--- config.mk ---
export PLATFORM = sky130hd
export DESIGN_NAME = dm_arbiter
export DESIGN_NICKNAME = d
export VERILOG_FILES = /design/src/rtl/dm_arbiter.sv
export SDC_FILE = /design/constraint.sdc
export NUM_CORES = 1
export LEC_CHECK = 0
export ABC_AREA = 1
export ABC_CLOCK_PERIOD_IN_PS = 1600
export BUFFER_PORTS_ARGS = -buffer_cell sky130_fd_sc_hd__buf_4
export CORE_UTILIZATION = 42
export DETAILED_ROUTE_END_ITERATION = 16
export PLACE_DENSITY = 0.77
export SYNTH_ARGS = -nofsm -noshare
export SYNTH_HDL_FRONTEND = slang
export SYNTH_SLANG_ARGS = --single-unit
--- constraint.sdc ---
create_clock -name clk -period 1.6 [get_ports clk]
set_input_delay 0.16 -clock clk [delete_from_list [all_inputs] [get_ports clk]]
set_output_delay 0.16 -clock clk [all_outputs]
set_load 0.05 [all_outputs]
--- src/rtl/dm_arbiter.sv ---
// dm_arbiter: two-port (CPU / debug) arbiter in front of a single-ported data
// memory. Each transaction takes IDLE -> ACCESS -> RESP, three cycles.
// The CPU has priority, but debug is forced through after STARVE_LIMIT
// consecutive CPU wins while it waits.
// Optional feature: define DM_ARB_ALIGN_CHECK_EN to reject word-misaligned
// accesses (no memory strobe, rdata untouched, err pulses with ack).
//
// state  | meaning
// IDLE   | waiting for a request; arbitrates and latches the winner
// ACCESS | memory strobed with the latched address/data (one cycle)
// RESP   | ack (and err) pulse to the granted port
module dm_arbiter #(
  parameter int STARVE_LIMIT = 4
) (
  input  logic        clk,
  input  logic        rst,
  input  logic        cpu_req,
  input  logic        cpu_we,
  input  logic [31:0] cpu_addr,
  input  logic [31:0] cpu_wdata,
  output logic        cpu_ack,
  output logic [31:0] cpu_rdata,
  input  logic        dbg_req,
  input  logic        dbg_we,
  input  logic [31:0] dbg_addr,
  input  logic [31:0] dbg_wdata,
  output logic        dbg_ack,
  output logic [31:0] dbg_rdata,
  output logic [31:0] dm_addr,
  output logic [31:0] dm_write_data,
  output logic        ctrl_dataMem_Write,
  output logic        ctrl_dataMem2reg,
  input  logic [31:0] dm_read_data,
  output logic        busy,
  output logic        err
);

  localparam logic [3:0] LIMIT = 4'(STARVE_LIMIT);

  typedef enum logic [1:0] {
    S_IDLE   = 2'd0,
    S_ACCESS = 2'd1,
    S_RESP   = 2'd2
  } state_t;

  state_t      state_q;
  logic [3:0]  starve_q, starve_d;
  logic        sel_dbg_q;
  logic        we_q;
  logic        misal_q;
  logic [31:0] dm_addr_q;
  logic [31:0] dm_wdata_q;
  logic        wr_q;
  logic        m2r_q;
  logic        cpu_ack_q;
  logic        dbg_ack_q;
  logic        err_q;
  logic        busy_q;
  logic [31:0] cpu_rdata_q;
  logic [31:0] dbg_rdata_q;

  logic        grant_dbg_d;
  logic        win_we_d;
  logic [31:0] win_addr_d;
  logic [31:0] win_wdata_d;
  logic        win_misal_d;

`ifdef DM_ARB_ALIGN_CHECK_EN
  assign win_misal_d = (win_addr_d[1:0] != 2'b00);
`else
  assign win_misal_d = 1'b0;
`endif

  // Arbitration and starvation-counter next value, used only when leaving IDLE.
  always_comb begin
    grant_dbg_d = dbg_req && (!cpu_req || (starve_q == LIMIT));
    win_we_d    = grant_dbg_d ? dbg_we    : cpu_we;
    win_addr_d  = grant_dbg_d ? dbg_addr  : cpu_addr;
    win_wdata_d = grant_dbg_d ? dbg_wdata : cpu_wdata;
    starve_d    = starve_q;
    if (grant_dbg_d) begin
      starve_d = 4'd0;
    end else if (dbg_req && (starve_q != LIMIT)) begin
      starve_d = starve_q + 4'd1;
    end
  end

  // Transaction sequencer; all outputs registered so they change only on clk.
  always_ff @(posedge clk) begin
    if (rst) begin
      state_q     <= S_IDLE;
      starve_q    <= 4'd0;
      sel_dbg_q   <= 1'b0;
      we_q        <= 1'b0;
      misal_q     <= 1'b0;
      dm_addr_q   <= 32'd0;
      dm_wdata_q  <= 32'd0;
      wr_q        <= 1'b0;
      m2r_q       <= 1'b0;
      cpu_ack_q   <= 1'b0;
      dbg_ack_q   <= 1'b0;
      err_q       <= 1'b0;
      busy_q      <= 1'b0;
      cpu_rdata_q <= 32'd0;
      dbg_rdata_q <= 32'd0;
    end else begin
      case (state_q)
        S_IDLE: begin
          if (cpu_req || dbg_req) begin
            state_q    <= S_ACCESS;
            busy_q     <= 1'b1;
            starve_q   <= starve_d;
            sel_dbg_q  <= grant_dbg_d;
            we_q       <= win_we_d;
            misal_q    <= win_misal_d;
            dm_addr_q  <= win_addr_d;
            dm_wdata_q <= win_wdata_d;
            // A rejected access never strobes the memory.
            wr_q       <= win_we_d & ~win_misal_d;
            m2r_q      <= ~win_we_d & ~win_misal_d;
          end
        end
        S_ACCESS: begin
          state_q    <= S_RESP;
          dm_addr_q  <= 32'd0;
          dm_wdata_q <= 32'd0;
          wr_q       <= 1'b0;
          m2r_q      <= 1'b0;
          if (!we_q && !misal_q) begin
            if (sel_dbg_q) dbg_rdata_q <= dm_read_data;
            else           cpu_rdata_q <= dm_read_data;
          end
          cpu_ack_q  <= ~sel_dbg_q;
          dbg_ack_q  <= sel_dbg_q;
          err_q      <= misal_q;
        end
        S_RESP: begin
          state_q   <= S_IDLE;
          cpu_ack_q <= 1'b0;
          dbg_ack_q <= 1'b0;
          err_q     <= 1'b0;
          busy_q    <= 1'b0;
        end
        default: begin
          state_q <= S_IDLE;
        end
      endcase
    end
  end

  assign cpu_ack            = cpu_ack_q;
  assign dbg_ack            = dbg_ack_q;
  assign cpu_rdata          = cpu_rdata_q;
  assign dbg_rdata          = dbg_rdata_q;
  assign dm_addr            = dm_addr_q;
  assign dm_write_data      = dm_wdata_q;
  assign ctrl_dataMem_Write = wr_q;
  assign ctrl_dataMem2reg   = m2r_q;
  assign busy               = busy_q;
  assign err                = err_q;

endmodule

After elaboration in Yosys (flattened, before gate mapping)
Cells that the tools add are included.

Output and inout bits: 134. Logic and storage cells: 60. Register bits after elaboration: 142. Bits of input ports: 166.

Mux-type cells: 20. $add $sub $neg: 1. Reduce and logical (&&, ||, !) cells: 18. Equal/unequal tests: 5. Bitwise operators: 2.

Operator list (count): $mux 32 (4); $pmux 32 s2 (2); $pmux 1 s2 (5); $reduce_and 3->1 (3); $mux 4 (2); $reduce_bool 2->1 (4); $reduce_and 2->1 (3); $mux 1 (5); $add 4x1->4 const B (1); $eq 4x3->1 const B (1); $ne 4x3->1 const B (1); $pmux 2 s2 (1); $eq 2x1->1 const B (1); $eq 2x2->1 const B (1); $logic_and 1x1->1 (2); $logic_not 1->1 (2); $logic_not 2->1 (1); $logic_or 1x1->1 (2); $mux 2 (1); $ne 2x2->1 const B (1); $not 1->1 (2); $reduce_or 2->1 (1).

Logic depth before layout (Yosys ltp)
Gate-level depths: netlist (run 1).

Word-level depth: 7. Gate-level depth with buffers: 10.

Worst setup path after synthesis (run 1)
Ideal clock, no wire load.

Path kind: register to register. Start: register starve_q[0]. End: register dm_addr_q[14] (netlist: dm_addr[14]). Stages on the path, launching flop included: 11. Library setup time: 132 ps. Required time: 1468 ps. Path slack: 49 ps. Clock period less this slack: 1551 ps. Arrival: 1419 ps. Buffers on the path: 2. Cell sequence: dfxtp_1 -> inv_1 -> ha_1 -> nand3_1 -> nand2_1 -> nand2_1 -> buf_2 -> clkbuf_1 -> nand2_1 -> nand3_1 -> a21oi_1.

Word-level cells in the longest chain between the ends: 6.

Ends and longest elaborated chain: from (decl) (RTL line 47) `logic [3:0] starve_q, starve_d;`; from (signal assigned) (RTL line 112) `starve_q <= starve_d;`; $eq 4x3->1 (RTL line 76) `grant_dbg_d = dbg_req && (!cpu_req || (starve_q == LIMIT));`; $logic_or 1x1->1 (RTL line 76); $logic_and 1x1->1 (RTL line 76); $mux 32 (RTL line 78) `win_addr_d = grant_dbg_d ? dbg_addr : cpu_addr;`; $mux 32 (RTL line 109) `if (cpu_req || dbg_req) begin`; $pmux 32 s2 (RTL line 107) `case (state_q)`; to (signal assigned) (RTL line 116) `dm_addr_q <= win_addr_d;`; to (decl) (RTL line 51) `logic [31:0] dm_addr_q;`.

Every way passes these cells. The select of a mux whose other input is x is not followed. A chain may end at the register's enable or synchronous reset.

Worst setup path in the final report (run 1)
Start: register state_q[1]. End: register dm_wdata_q[17] (netlist: dm_write_data[17]).

Word-level cells in the longest chain between the ends: 3. Elaborated cells on any way between the ends: 6. Classes of those cells: eq/ne: 2; mux: 1; reduce/logical: 3.

Ends and longest elaborated chain: from (decl) (RTL line 46) `state_t state_q;`; from (signal assigned) (RTL line 91) `state_q <= S_IDLE;`; from (signal assigned) (RTL line 110) `state_q <= S_ACCESS;`; from (signal assigned) (RTL line 124) `state_q <= S_RESP;`; $eq 2x1->1 or $logic_not 2->1 (tied branches) (RTL line 107); $reduce_bool 2->1 (no line) or $ne 2x2->1 (tied branches); $reduce_and 2->1 (no line); to (signal assigned) (RTL line 117) `dm_wdata_q <= win_wdata_d;`; to (decl) (RTL line 52) `logic [31:0] dm_wdata_q;`.

Several ways; a longest one is shown, not always the timed one.

==> flow_metrics.env, run 1 <==
export IMPL_fin_crit_sh_pct=99.6
export IMPL_hold_viol=0
export IMPL_die_w_um=123
export IMPL_cts_buffers=17
export IMPL_synth_common_cells="nand2_1 (146), dfxtp_1 (141), nor2_1 (131)"
export IMPL_drt_total_wl_mm=22.0
export IMPL_path_class="reg -> reg"
export IMPL_die_h_um=123
export IMPL_crit_arrival_ns=1.94
export IMPL_rrSetupSlack_ns=0.006
export IMPL_hpwl_mm=13.5
export IMPL_numClockSinks=141
export IMPL_status="finished, final reports clean"
export IMPL_vias_per_cell=5.10
export IMPL_portBuffers=298
export IMPL_cts_root_buf="clkbuf_16"
export IMPL_synth_edf_count=0
export IMPL_dp_cells=1296
export IMPL_grt_overflow=0
export IMPL_power_mw=11.8
export IMPL_use_met3_pct=7.33
export IMPL_grt_use_total_pct=26.5
export IMPL_skew_ns=0.00867
export IMPL_hold_depth=5
export IMPL_startpoint="state_q[1]"
export IMPL_async_flop_share_pct=0
export IMPL_syn_cell_area_um2=6150
export IMPL_coreArea_um2=14100
export IMPL_dr_pass1_iters=5
export IMPL_rsz0062_at_grt="true"
export IMPL_ys_top_cells_by_area="dfxtp_1 (46%), nand2_1 (8.9%), nor2_1 (8.0%), nand3b_1 (7.8%), a21oi_1 (5.9%)"
export IMPL_die_area_um2=15100
export IMPL_start_util_pct=43.6
export IMPL_netlist_area_leader_share_pct=45.9
export IMPL_groute_layer_met2_usage_pct=46.7
export IMPL_fillCellCount=1109
export IMPL_fin_crit_ns=1.59
export IMPL_cts_max_level=4
export IMPL_cp_cell_sequence="inv_2 -> ha_2 -> inv_2 -> nor2_4 -> inv_2 -> nor2_4 -> buf_12 -> buf_6 -> nand3_1 -> a21oi_1"
export IMPL_vias=6993
export IMPL_pin_count=300
export IMPL_hold_end="dm_write_data[1]"
export IMPL_worstPathMaxFanout=10
export IMPL_setup_viol=0
export IMPL_max_freq_mhz=627
export IMPL_r2r_start="state_q[1]"
export IMPL_tritoncts="done"
export IMPL_crit_slowest_cell="dfxtp_2"
export IMPL_drive_gt1_share_pct=33.6
export IMPL_routedWlPerCell_um=16.1
export IMPL_slew_violations=0
export IMPL_power_density_nw_per_um2=1190
export IMPL_clkTransAtPathRegs_ns=0.06
export IMPL_seq_area_frac_synth_pct=45.9
export IMPL_synth_net_count=1023
export IMPL_drtIter0Drc=538
export IMPL_p_leak_nw=4.86
export IMPL_place_gp_congestion=0.823
export IMPL_final_net_count=1349
export IMPL_diodes=0
export IMPL_maxCapViolCount=0
export IMPL_worst_ep_required_time_ns=1.94
export IMPL_busiest_layer="met2"
export IMPL_clock_path_buffers=2
export IMPL_synth_cells=852
export IMPL_ys_ff_latch=141
export IMPL_rows=43
export IMPL_r2r_end="dm_write_data[17]"
export IMPL_grt_pass1_vias=6479
export IMPL_synth_distinct_cells=24
export IMPL_antenna_left=0
export IMPL_ys_warn_count=0
export IMPL_worst_setup_path_end_kind="flop"
export IMPL_startpoint_type="flop"
export IMPL_clkLatencyLatePin_ns=0.42
export IMPL_ir_drop_uv=828
export IMPL_drc_errors=0
export IMPL_grt_pass1_wl_mm=31.3
export IMPL_synth_top_cell_by_area="dfxtp_1"
export IMPL_hold_path_class="in -> reg"
export IMPL_synth_area_per_cell_um2=7.22
export IMPL_ys_flop_type="dfxtp_1"
export IMPL_hold_start="cpu_wdata[1]"
export IMPL_crit_top_cell="inv_2"
export IMPL_synth_most_common_cell="nand2_1"
export IMPL_fin_cells=1370
export IMPL_syn2layout_area_growth_pct=61.6
export IMPL_grtUsageMet1_pct=30.4
export IMPL_whs_ns=0.0786
export IMPL_critPathMaxStageDelay_ns=0.33
export IMPL_grt_max_degree=71
export IMPL_antenna_found_initial=0
export IMPL_worst_r2r_path_depth=10
[area by class of cell]
type / count / area, µm² / area share (%)
multi-input cells: 568 / 2810 / 28.3
well taps: 180 / 225 / 2.27
clock buffers: 19 / 443 / 4.46
inverters: 80 / 303 / 3.05
repair buffers: 370 / 3140 / 31.6
clock inverters: 12 / 186 / 1.88
flip-flops and latches: 141 / 2830 / 28.4
[registers in the layout (all words and copies together) (netlist names)]
| name | cells |
|---|---|
| busy | 1 |
| cpu_ack | 1 |
| cpu_rdata | 32 |
| ctrl_dataMem2reg | 1 |
| ctrl_dataMem_Write | 1 |
| dbg_ack | 1 |
| dbg_rdata | 32 |
| dm_addr | 32 |
| dm_write_data | 32 |
| sel_dbg_q | 1 |
| starve_q | 4 |
| state_q | 2 |
| we_q | 1 |
[cell families after synthesis]
kind of cell / synth area share [%]
compound gates: 12.0
other cells: 0.0610
flops: 45.9
simple gates: 30.9
buf+inv: 9.83
xor+xnor: 0.285
fa+ha+maj: 1.02
[per-stage QoR]
step / utilization [%] / instance area (µm²) / setup WS (ns) / TNS [ns]
finish: 70.5 / 9940 / 0.00574 / 0
floorplan: - / 6150 / 0.0486 / 0
global route: 70.5 / 9940 / -0.0698 / -0.405
global placement: 61.7 / 8700 / 0.119 / 0
CTS: 68.5 / 9650 / 0.0204 / 0
detailed placement: 61.7 / 8700 / 0.0399 / 0
[layout by cell type, fill, tap and decap left out, types with 4 or more instances in the layout]
master / synthesis / layout
dfxtp_1: 141 / 138
nor2_1: 131 / 122
a21oi_2: 0 / 4
o21ai_1: 5 / 5
nor2_2: 3 / 9
dlygate4sd3_1: 0 / 32
nand2_1: 146 / 144
clkbuf_16: 0 / 23
nand3b_1: 64 / 64
a21oi_1: 73 / 69
buf_4: 3 / 315
nand3_1: 68 / 66
inv_2: 2 / 4
buf_12: 0 / 13
inv_1: 78 / 75
bufinv_16: 0 / 4
o21ai_0: 64 / 64
[power by group]
group          internal, mW  total [mW]  leakage [nW]  switching, mW
logic                  1.34        3.55          3.41           2.21
clock network          2.66        4.25         0.296           1.59
registers              3.84        4.02          1.15          0.182
total                  7.84        11.8          4.86           3.98
[timing repair]
action                                  4_1_cts  5_1_grt
resized for setup                             0       29
hold endpoints to repair                     59        0
hold buffers                                 32        0
setup buffers                                 0        4
endpoints found under the setup margin        0       94
[per-layer routing]
metal,vias to the layer above,wire length (µm),share of wire (%)
met2,367,11000,50
met1,3192,8570,39
met4,0,646,2.9
met3,52,1830,8.3
li1,3382,-,-
met5,-,0,0
[how the worst max path moves through the flow]
| stage | end | slack [ns] | depth (start not counted) |
|---|---|---|---|
| after global placement | dm_addr[9] | 0.12 | 9 |
| after CTS | dbg_rdata[1] | 0.02 | 9 |
| after floorplan | dm_addr[14] | 0.05 | 10 |
| after detailed placement | dbg_rdata[14] | 0.04 | 9 |
| final | dm_write_data[17] | 0.006 | 10 |
| after global routing | dm_write_data[17] | -0.07 | 10 |
[worst max-delay path, delay by kind of cell (launching register included)]
family / cells / cell delay (ns)
adder cells (fa/ha/maj): 1 / 0.18
buffers and inverters: 5 / 0.49
flip-flops: 1 / 0.33
AO/OA/AOI/OAI: 1 / 0.15
AND/OR/NAND/NOR: 3 / 0.38
Note: power is estimated with default switching activity, not from simulation.
==> run 2, diff against run 1 <==
Settings changed: ABC_CLOCK_PERIOD_IN_PS 1600 to 1800, CORE_UTILIZATION 42 to 46, PLACE_DENSITY 0.77 to 0.8.
Clock period 1.6 ns to 1.8 ns, I/O delays scaled along.
==> flow_metrics.env, run 2 (same netlist as run 1, synthesis figures left out) <==
export IMPL_syn2layout_area_growth_pct=54.1
export IMPL_routedWlPerCell_um=15.0
export IMPL_rrSetupSlack_ns=0.09
export IMPL_place_ws_ns=0.153
export IMPL_setup_viol=0
export IMPL_cp_top_family="buffers and inverters"
export IMPL_die_h_um=118
export IMPL_r2r_start="state_q[1]"
export IMPL_whs_ns=0.0258
export IMPL_fin_cells=1341
export IMPL_max_freq_mhz=586
export IMPL_maxCapViolCount=0
export IMPL_sequentialPowerShare_pct=35.8
export IMPL_status="finished, final reports clean"
export IMPL_drive_gt1_share_pct=30.6
export IMPL_power_density_nw_per_um2=1050
export IMPL_portBuffers=298
export IMPL_rsz0062_at_grt="true"
export IMPL_dp_cells=1278
export IMPL_pin_count=300
export IMPL_clkTransAtPathRegs_ns=0.06
export IMPL_drc_errors=0
export IMPL_crit_top_cell="inv_1"
export IMPL_combinationalPowerShare_pct=28.6
export IMPL_hpwl_mm=13.1
export IMPL_antenna_left=0
export IMPL_hold_viol=0
export IMPL_rows=41
export IMPL_postCtsSetupBuffers=0
export IMPL_coreArea_um2=12800
export IMPL_fin_crit_ns=1.71
export IMPL_hold_path_class="in -> reg"
export IMPL_final_net_count=1327
export IMPL_grt_pass1_vias=6666
export IMPL_tightest_slew_ns=0.598
export IMPL_dpl_cell_area_um2=8560
export IMPL_path_class="reg -> reg"
export IMPL_dr_pass1_iters=7
export IMPL_vias=6820
export IMPL_fin_crit_sh_pct=94.8
export IMPL_worst_path_buf_inv=3
export IMPL_die_area_um2=13800
export IMPL_startpoint_type="flop"
export IMPL_ir_drop_uv=782
export IMPL_final_cell_mix="buf_4 (309), nand2_1 (144), dfxtp_1 (141)"
export IMPL_design_area_um2=9480
export IMPL_worst_ep_required_time_ns=2.16
export IMPL_place_gp_congestion=0.862
export IMPL_post_cts_resized=0
export IMPL_pwr_share_clk_pct=35.5
export IMPL_final_common_cell="buf_4"
export IMPL_grt_use_total_pct=29.0
export IMPL_drt_total_wl_mm=20.2
export IMPL_p_switching_mw=3.39
export IMPL_cp_cell_sequence="inv_1 -> ha_1 -> inv_1 -> nor3_2 -> buf_4 -> o21ai_0 -> nor2_1"
export IMPL_cts_buffers=17
export IMPL_drtIter0Drc=601
export IMPL_critPathMaxStageDelay_ns=0.32
export IMPL_skew_ns=0.00705
export IMPL_slew_headroom_pct=60.1
export IMPL_diodes=0
export IMPL_r2r_end="cpu_rdata[15]"
export IMPL_slew_violations=0
export IMPL_numClockSinks=141
export IMPL_cts_max_level=4
export IMPL_antenna_found_initial=0
export IMPL_hold_end="dbg_rdata[25]"
export IMPL_grt_max_degree=71
export IMPL_vias_per_cell=5.09
export IMPL_start_util_pct=48.0
export IMPL_crit_arrival_ns=2.06
export IMPL_setup_ws_ns=0.0935
export IMPL_p_leak_nw=4.68
export IMPL_clock_path_buffers=2
export IMPL_cts_root_buf="clkbuf_16"
export IMPL_hold_start="dm_read_data[25]"
export IMPL_worst_r2r_path_depth=7
export IMPL_hold_depth=3
export IMPL_intPower_mw=6.58
export IMPL_die_w_um=118
export IMPL_grt_overflow=0
export IMPL_grt_pass1_wl_mm=32.3
export IMPL_worstPathMaxFanout=22
export IMPL_worst_setup_path_end_kind="flop"
export IMPL_tritoncts="done"
export IMPL_clkLatencyLatePin_ns=0.43
export IMPL_crit_slowest_cell="dfxtp_1"
export IMPL_switching_share_pct=34.0
## run 2: what timing repair did
item / in CTS / in global routing
hold endpoints to repair: 53 / 0
hold buffers: 31 / 0
setup endpoints to repair: 0 / 23
## run 2: stage by stage
| step | power, mW | setup TNS, ns | util (%) |
|---|---|---|---|
| 3_5_place_dp | 6.41 | 0 | 66.8 |
| 6_report | 9.97 | 0 | 73.9 |
| 5_1_grt | 10.4 | -0.324 | 73.9 |
| 3_3_place_gp | 6.38 | 0 | 66.8 |
| 2_1_floorplan | 5.40 | 0 | - |
| 4_1_cts | 9.99 | 0 | 73.9 |
## run 2: layout make-up
type,instances,area [µm²]
timing repair buffer,348,2790
multi-input combinational,568,2740
fill,992,3350
clock inverter,11,134
clock buffer,21,470
tap,172,215
inverter,80,300
sequential,141,2820
## run 2: routing by layer
layer  global-route usage, %  share of wire [%]
met1                    31.8                 39
met2                    50.6                 49
met3                    8.67                8.4
met4                    14.8                3.9
met5                       0                  0
## run 2: power by group through the flow
stage | logic (mW) | registers [mW] | clock network (mW)
floorplan | 0.842 | 4.56 | 0
CTS | 2.85 | 3.57 | 3.58
detailed placement | 2.78 | 3.63 | 0
finish | 2.86 | 3.57 | 3.54
global placement | 2.76 | 3.62 | 0
global route | 3.03 | 3.60 | 3.72
## run 2: how the worst max path moves through the flow
| stage | slack, ns | from | end | depth (start not counted) |
|---|---|---|---|---|
| after floorplan | 0.25 | starve_q[0] | dm_addr[14] | 10 |
| after global placement | 0.25 | state_q[0] | dm_addr[29] | 9 |
| after detailed placement | 0.15 | state_q[0] | dm_write_data[12] | 9 |
| after CTS | 0.1 | state_q[1] | cpu_rdata[13] | 8 |
| after global routing | -0.03 | state_q[0] | dm_addr[2] | 9 |
| final | 0.09 | state_q[1] | cpu_rdata[15] | 7 |
## run 2: tightest hold or removal path, cell delays in order
cell	delay, ns
buf_4	0.09
nor2_1	0.04
nor2_1	0.10
